File: src/rtl/watch_set_ctrl_pkg.sv
// Shared types and constants for the watch time-set controller.
// Latency: n/a (definitions only).
// Backpressure: n/a (definitions only).
package watch_set_ctrl_pkg;

  // Edit mode. The encoding is visible on the bench hierarchy, so keep it fixed.
  typedef enum logic [1:0] {
    RUN      = 2'b00,
    SET_HOUR = 2'b01,
    SET_MIN  = 2'b10,
    SET_SEC  = 2'b11
  } state_t;

  // Field-blank select driven to the display block.
  localparam logic [1:0] BLANK_NONE = 2'b00;
  localparam logic [1:0] BLANK_SEC  = 2'b01;
  localparam logic [1:0] BLANK_MIN  = 2'b10;
  localparam logic [1:0] BLANK_HOUR = 2'b11;

  localparam int SEC_MAX = 59;
  localparam int MIN_MAX = 59;

endpackage

File: src/rtl/watch_set_ctrl_mod_counter.sv
// Wrap-around 7-bit counter 0..MAX with a same-cycle carry on wrap.
// Latency: value updates on the edge where inc is sampled; carry is combinational.
// Backpressure: none; every inc pulse is taken.
//
// Ports:
//   clk, reset : clock and synchronous active-high reset (clears value)
//   inc        : advance by one this cycle
//   value      : current count, 0..MAX
//   carry      : inc while value==MAX, i.e. the count wraps on this edge
module mod_counter #(
  parameter int MAX = 59
) (
  input  logic       clk,
  input  logic       reset,
  input  logic       inc,
  output logic [6:0] value,
  output logic       carry
);

  logic at_max;

  assign at_max = (value == 7'(MAX));
  assign carry  = inc & at_max;

  always_ff @(posedge clk) begin
    if (reset) begin
      value <= 7'd0;
    end else if (inc) begin
      value <= at_max ? 7'd0 : value + 7'd1;
    end
  end

endmodule

File: src/rtl/watch_set_ctrl.sv
// Timekeeping plus time-set controller: HMS counters, edit-mode FSM, blink of edited field.
// Latency: time fields update on the edge the tick/inc is sampled; blank_sel/set_mode decode state combinationally.
// Backpressure: none; one-cycle pulses are consumed or dropped the cycle they arrive.
//
// Ports:
//   clk, reset       : single clock, synchronous active-high reset
//   tick_1hz         : 1 Hz one-cycle pulse from the prescaler
//   btn_mode/btn_inc : debounced, edge-detected one-cycle button pulses
//   sec/min/hour     : current time (display num0/num1/num2)
//   blank_sel        : field to blank (display enable), 00 none/01 sec/10 min/11 hour
//   set_mode         : high in any SET state
module watch_set_ctrl
  import watch_set_ctrl_pkg::*;
#(
  parameter int BLINK_HALF = 25000000,
  parameter int HOUR_MAX   = 23
) (
  input  logic       clk,
  input  logic       reset,
  input  logic       tick_1hz,
  input  logic       btn_mode,
  input  logic       btn_inc,
  output logic [6:0] sec,
  output logic [6:0] min,
  output logic [6:0] hour,
  output logic [1:0] blank_sel,
  output logic       set_mode
);

  localparam int              CW        = $clog2(BLINK_HALF);
  localparam logic [CW-1:0]   BLINK_TC  = CW'(BLINK_HALF - 1);

  state_t          state, state_nxt;
  logic [CW-1:0]   blink_cnt, blink_cnt_nxt;
  logic            blink_phase, blink_phase_nxt;

  logic            inc_ok;
  logic            sec_inc, min_inc, hour_inc;
  logic            sec_carry, min_carry;

  // btn_mode wins over btn_inc; inc only means something while editing.
  assign inc_ok = btn_inc & ~btn_mode & (state != RUN);

  // In RUN the tick ripples through the carries in one cycle; in SET the
  // selected field alone advances, and its carry is masked so nothing ripples.
  assign sec_inc  = (state == RUN) ? tick_1hz  : (inc_ok & (state == SET_SEC));
  assign min_inc  = (state == RUN) ? sec_carry : (inc_ok & (state == SET_MIN));
  assign hour_inc = (state == RUN) ? min_carry : (inc_ok & (state == SET_HOUR));

  mod_counter #(.MAX(SEC_MAX)) u_sec (
    .clk   (clk),
    .reset (reset),
    .inc   (sec_inc),
    .value (sec),
    .carry (sec_carry)
  );

  mod_counter #(.MAX(MIN_MAX)) u_min (
    .clk   (clk),
    .reset (reset),
    .inc   (min_inc),
    .value (min),
    .carry (min_carry)
  );

  // Day rollover has no consumer, so the hour carry is left open.
  mod_counter #(.MAX(HOUR_MAX)) u_hour (
    .clk   (clk),
    .reset (reset),
    .inc   (hour_inc),
    .value (hour),
    .carry ()
  );

  always_ff @(posedge clk) begin
    if (reset) begin
      state       <= RUN;
      blink_cnt   <= '0;
      blink_phase <= 1'b0;
    end else begin
      state       <= state_nxt;
      blink_cnt   <= blink_cnt_nxt;
      blink_phase <= blink_phase_nxt;
    end
  end

  always_comb begin
    state_nxt       = state;
    blink_cnt_nxt   = blink_cnt;
    blink_phase_nxt = blink_phase;

    if (btn_mode) begin
      case (state)
        RUN:      state_nxt = SET_HOUR;
        SET_HOUR: state_nxt = SET_MIN;
        SET_MIN:  state_nxt = SET_SEC;
        SET_SEC:  state_nxt = RUN;
        default:  state_nxt = RUN;
      endcase
    end

    // Restart the blink with the field visible after any press, and park it in RUN.
    if (state_nxt == RUN || btn_mode || inc_ok) begin
      blink_cnt_nxt   = '0;
      blink_phase_nxt = 1'b0;
    end else if (blink_cnt == BLINK_TC) begin
      blink_cnt_nxt   = '0;
      blink_phase_nxt = ~blink_phase;
    end else begin
      blink_cnt_nxt   = blink_cnt + 1'b1;
    end
  end

  always_comb begin
    blank_sel = BLANK_NONE;
    if (blink_phase) begin
      case (state)
        SET_SEC:  blank_sel = BLANK_SEC;
        SET_MIN:  blank_sel = BLANK_MIN;
        SET_HOUR: blank_sel = BLANK_HOUR;
        default:  blank_sel = BLANK_NONE;
      endcase
    end
  end

  assign set_mode = (state != RUN);

endmodule

File: config.mk
export PLATFORM = sky130hd
export DESIGN_NAME = watch_set_ctrl
export DESIGN_NICKNAME = d
export VERILOG_FILES = /design/src/rtl/watch_set_ctrl_pkg.sv /design/src/rtl/watch_set_ctrl_mod_counter.sv /design/src/rtl/watch_set_ctrl.sv
export SDC_FILE = /design/constraint.sdc
export NUM_CORES = 1
export LEC_CHECK = 0
export CAP_MARGIN = 20
export CELL_PAD_IN_SITES_DETAIL_PLACEMENT = 1
export CELL_PAD_IN_SITES_GLOBAL_PLACEMENT = 1
export CORE_MARGIN = 3
export CORE_UTILIZATION = 47
export CTS_BUF_LIST = sky130_fd_sc_hd__clkbuf_8
export DETAILED_ROUTE_END_ITERATION = 16
export GPL_TIMING_DRIVEN = 0
export HOLD_SLACK_MARGIN = 0.05
export PLACE_DENSITY_LB_ADDON = 0.1
export SLEW_MARGIN = 20
export SYNTH_ARGS = -nofsm -noshare
export SYNTH_HDL_FRONTEND = slang
export SYNTH_HIERARCHICAL = 1
export SYNTH_SLANG_ARGS = --single-unit
File: constraint.sdc
create_clock -name clk -period 4.9 [get_ports clk]
set_clock_uncertainty 0.1 [all_clocks]
set_input_delay 0.98 -clock clk [delete_from_list [all_inputs] [get_ports clk]]
set_output_delay 0.98 -clock clk [all_outputs]
set_load 0.02 [all_outputs]
==> metrics.md <==
| Metric | Value |
|---|---|
| Max-cap violations | 0 |
| Post-DP Area | 2850 sq um |
| Router iterations before antenna repair | 4 |
| DR vias | about 2200 |
| Fillers | around 600 |
| Int Pwr | around 0.53 mW |
| Fin Setup TNS | 0 ns |
| Setup Crit Path Kind | in -> reg |
| Largest net degree at the start of global routing | 17 |
| Clk root buf | clkbuf_8 |
| Hold path depth | 1 |
| Crit Path Max Fanout | 6 |
| Hold-fix buffers, CTS | 0 |
| Peak VDD IR | about 0.17 mV |
| Final hold vios | 0 |
| Placer Congestion | around 0.76 |
| Grt total ovfl | 0 |
| Fin crit period | between 4 and 5 ns |
| Endpoints failing setup | 0 |
| First-pass GRT wire length | 10.7 mm |
| Final Cycle Share | 89.4% |
| Initial antenna violation count | 0 |
| DPL Wire Length | about 4.5 mm |
| Height of the die | 78.7 um |
| WL/cell | roughly 16 um |
| CP arrival | approximately 4.5 ns |
| Net count after synthesis | 290 |
| Clock Tree Buf Depth | 2 |
| Sequential Power Share | about 57% |
| Routed vias/inst | 5.70 |
| Commonest cells after routing, fill and taps aside | 49 x dfxtp_1, 34 x nor2_1, 28 x clkdlybuf4s50_1 |
| Synth Warn # | 6 |
| Core area | about 4900 sq um |
| Post-DRT Antenna Nets | 0 |
| Status | complete, no violations |
| Clock Latency Late Sink | around 0.30 ns |
| Reg2Reg Depth | 16 |
| TritonCTS sink count | just under 50 |
| H-tree lvl count | 2 |
| Clk slew on worst S/H paths | 0.10 ns |
| NetSw | about 0.19 mW |
| # diodes | 0 |
| Mapped cell area | 2480 sq um |
| Power Density | 244 nW/um^2 |
| PortBufs | 28 |
| Die area | approximately 6200 sq um |
| Startpoint Class | input port |
| Most common cell after layout, fill and taps aside | dfxtp_1 |
| Final Util | between 50% and 60% |
| Overall routed net length | between 6 and 7 mm |
| Hold Path Class | reg -> reg |
| Cts repair resizes | 0 |
| Die Width | just under 80 um |
| Number of non-filler instances in the completed layout | 380 |
| Vias in the first global route | 2347 |
| Total Routing Usage GR | 21.4% |
| Slew @ Worst Pin | 0.833 ns |
| CP required | between 4 and 5 ns |
| Area grow syn2layout | 18.3% |
| Clock power share | approximately a third |
| Mean Syn Cell Area | approximately 9 sq um |
| Leakage | 0.951 nW |
| Setup bufs post-CTS | 0 |
| Comb pwr share | 8.8% |
| Final instance area | 2940 sq um |
| Drt drc | 0 |
| Slew HR | 43.9% |
| Post-Place Cells | roughly 370 |
| Initial Utilization | between 50 and 60% |
| Layout cells sized above 1 | 13.1% |
| RSZ-0062 raised after global routing | no |
| Iteration-0 DRC Markers | between 80 and 90 |
| Number of top-level pins | 29 |
| Final net count | approximately 330 |
| Switching part of the total power | about 26% |
| Maximum clock frequency | about 230 MHz |
| TritonCTS clock tree | yes |
| Worst setup EP type | flop |
| CTS buffer count | 5 |
| Pins over their slew limit | 0 |
| Post-Synthesis Cells | 277 |
| Num rows | 25 |
## metrics by stage
step / power [mW] / setup slack, ns / hold WS (ns)
after global placement: 0.481 / 0.370 / 0.342
after global routing: 0.750 / 0.0650 / 0.412
final: 0.718 / 0.521 / 0.382
after detailed placement: 0.485 / 0.237 / 0.366
after CTS: 0.729 / 0.499 / 0.392
after floorplan: 0.457 / 1.35 / 0.329
## flip-flops by register name, indices dropped and copies added (netlist names)
name,count
u_sec/value,7
u_min/value,7
u_hour/value,7
blink_cnt,25
state,2
blink_phase,1
## power by group through the flow
| stage | Sequential (mW) | Clock, mW | Combinational (mW) |
|---|---|---|---|
| 3_5_place_dp | 0.422 | 0 | 0.0629 |
| 4_1_cts | 0.412 | 0.252 | 0.0637 |
| 3_3_place_gp | 0.421 | 0 | 0.0600 |
| 6_report | 0.412 | 0.243 | 0.0629 |
| 5_1_grt | 0.414 | 0.268 | 0.0688 |
| 2_1_floorplan | 0.425 | 0 | 0.0323 |
## final cells by class
| cell class | count | area, sq um | share of cell area [%] |
|---|---|---|---|
| plain buffers | 10 | 58.8 | 2.00 |
| clock buffers | 5 | 68.8 | 2.34 |
| clock inverters | 3 | 22.5 | 0.766 |
| inverters | 9 | 33.8 | 1.15 |
| multi-input cells | 209 | 1410 | 48.0 |
| flip-flops and latches | 49 | 981 | 33.4 |
| well taps | 67 | 83.8 | 2.85 |
| repair buffers | 28 | 280 | 9.54 |
## worst max-delay path: stages
cell and delay [ns]:
clkdlybuf4s50_1 0.51, nor2b_1 0.28, nand2_1 0.10, o21ai_0 0.18, buf_4 0.19, nand2_2 0.09
nor4_1 0.22, nand2_1 0.07, o21ai_0 0.08, buf_4 0.19, nand2_2 0.10, nor4_1 0.23
nand2_1 0.08, o21ai_0 0.32, nand3_2 0.26, o41ai_2 0.48, nor2_1 0.10
## layer usage
metal  wire, um  global-route usage (%)  vias up
met3        219                    3.63       12
met1       2680                    24.4     1046
met2       3040                    39.5       39
met4        121                    8.22        0
met5          0                       0        -
li1           -                       -     1068
## worst paths after layout
check                from               to  slack [ns]
min          blink_cnt[0]     blink_cnt[0]        0.38
max reg2reg      state[0]  u_hour/value[3]        1.24
min reg2reg  blink_cnt[0]     blink_cnt[0]        0.38
max              btn_mode  u_hour/value[3]        0.52
Note: power is estimated with default switching activity, not from simulation.
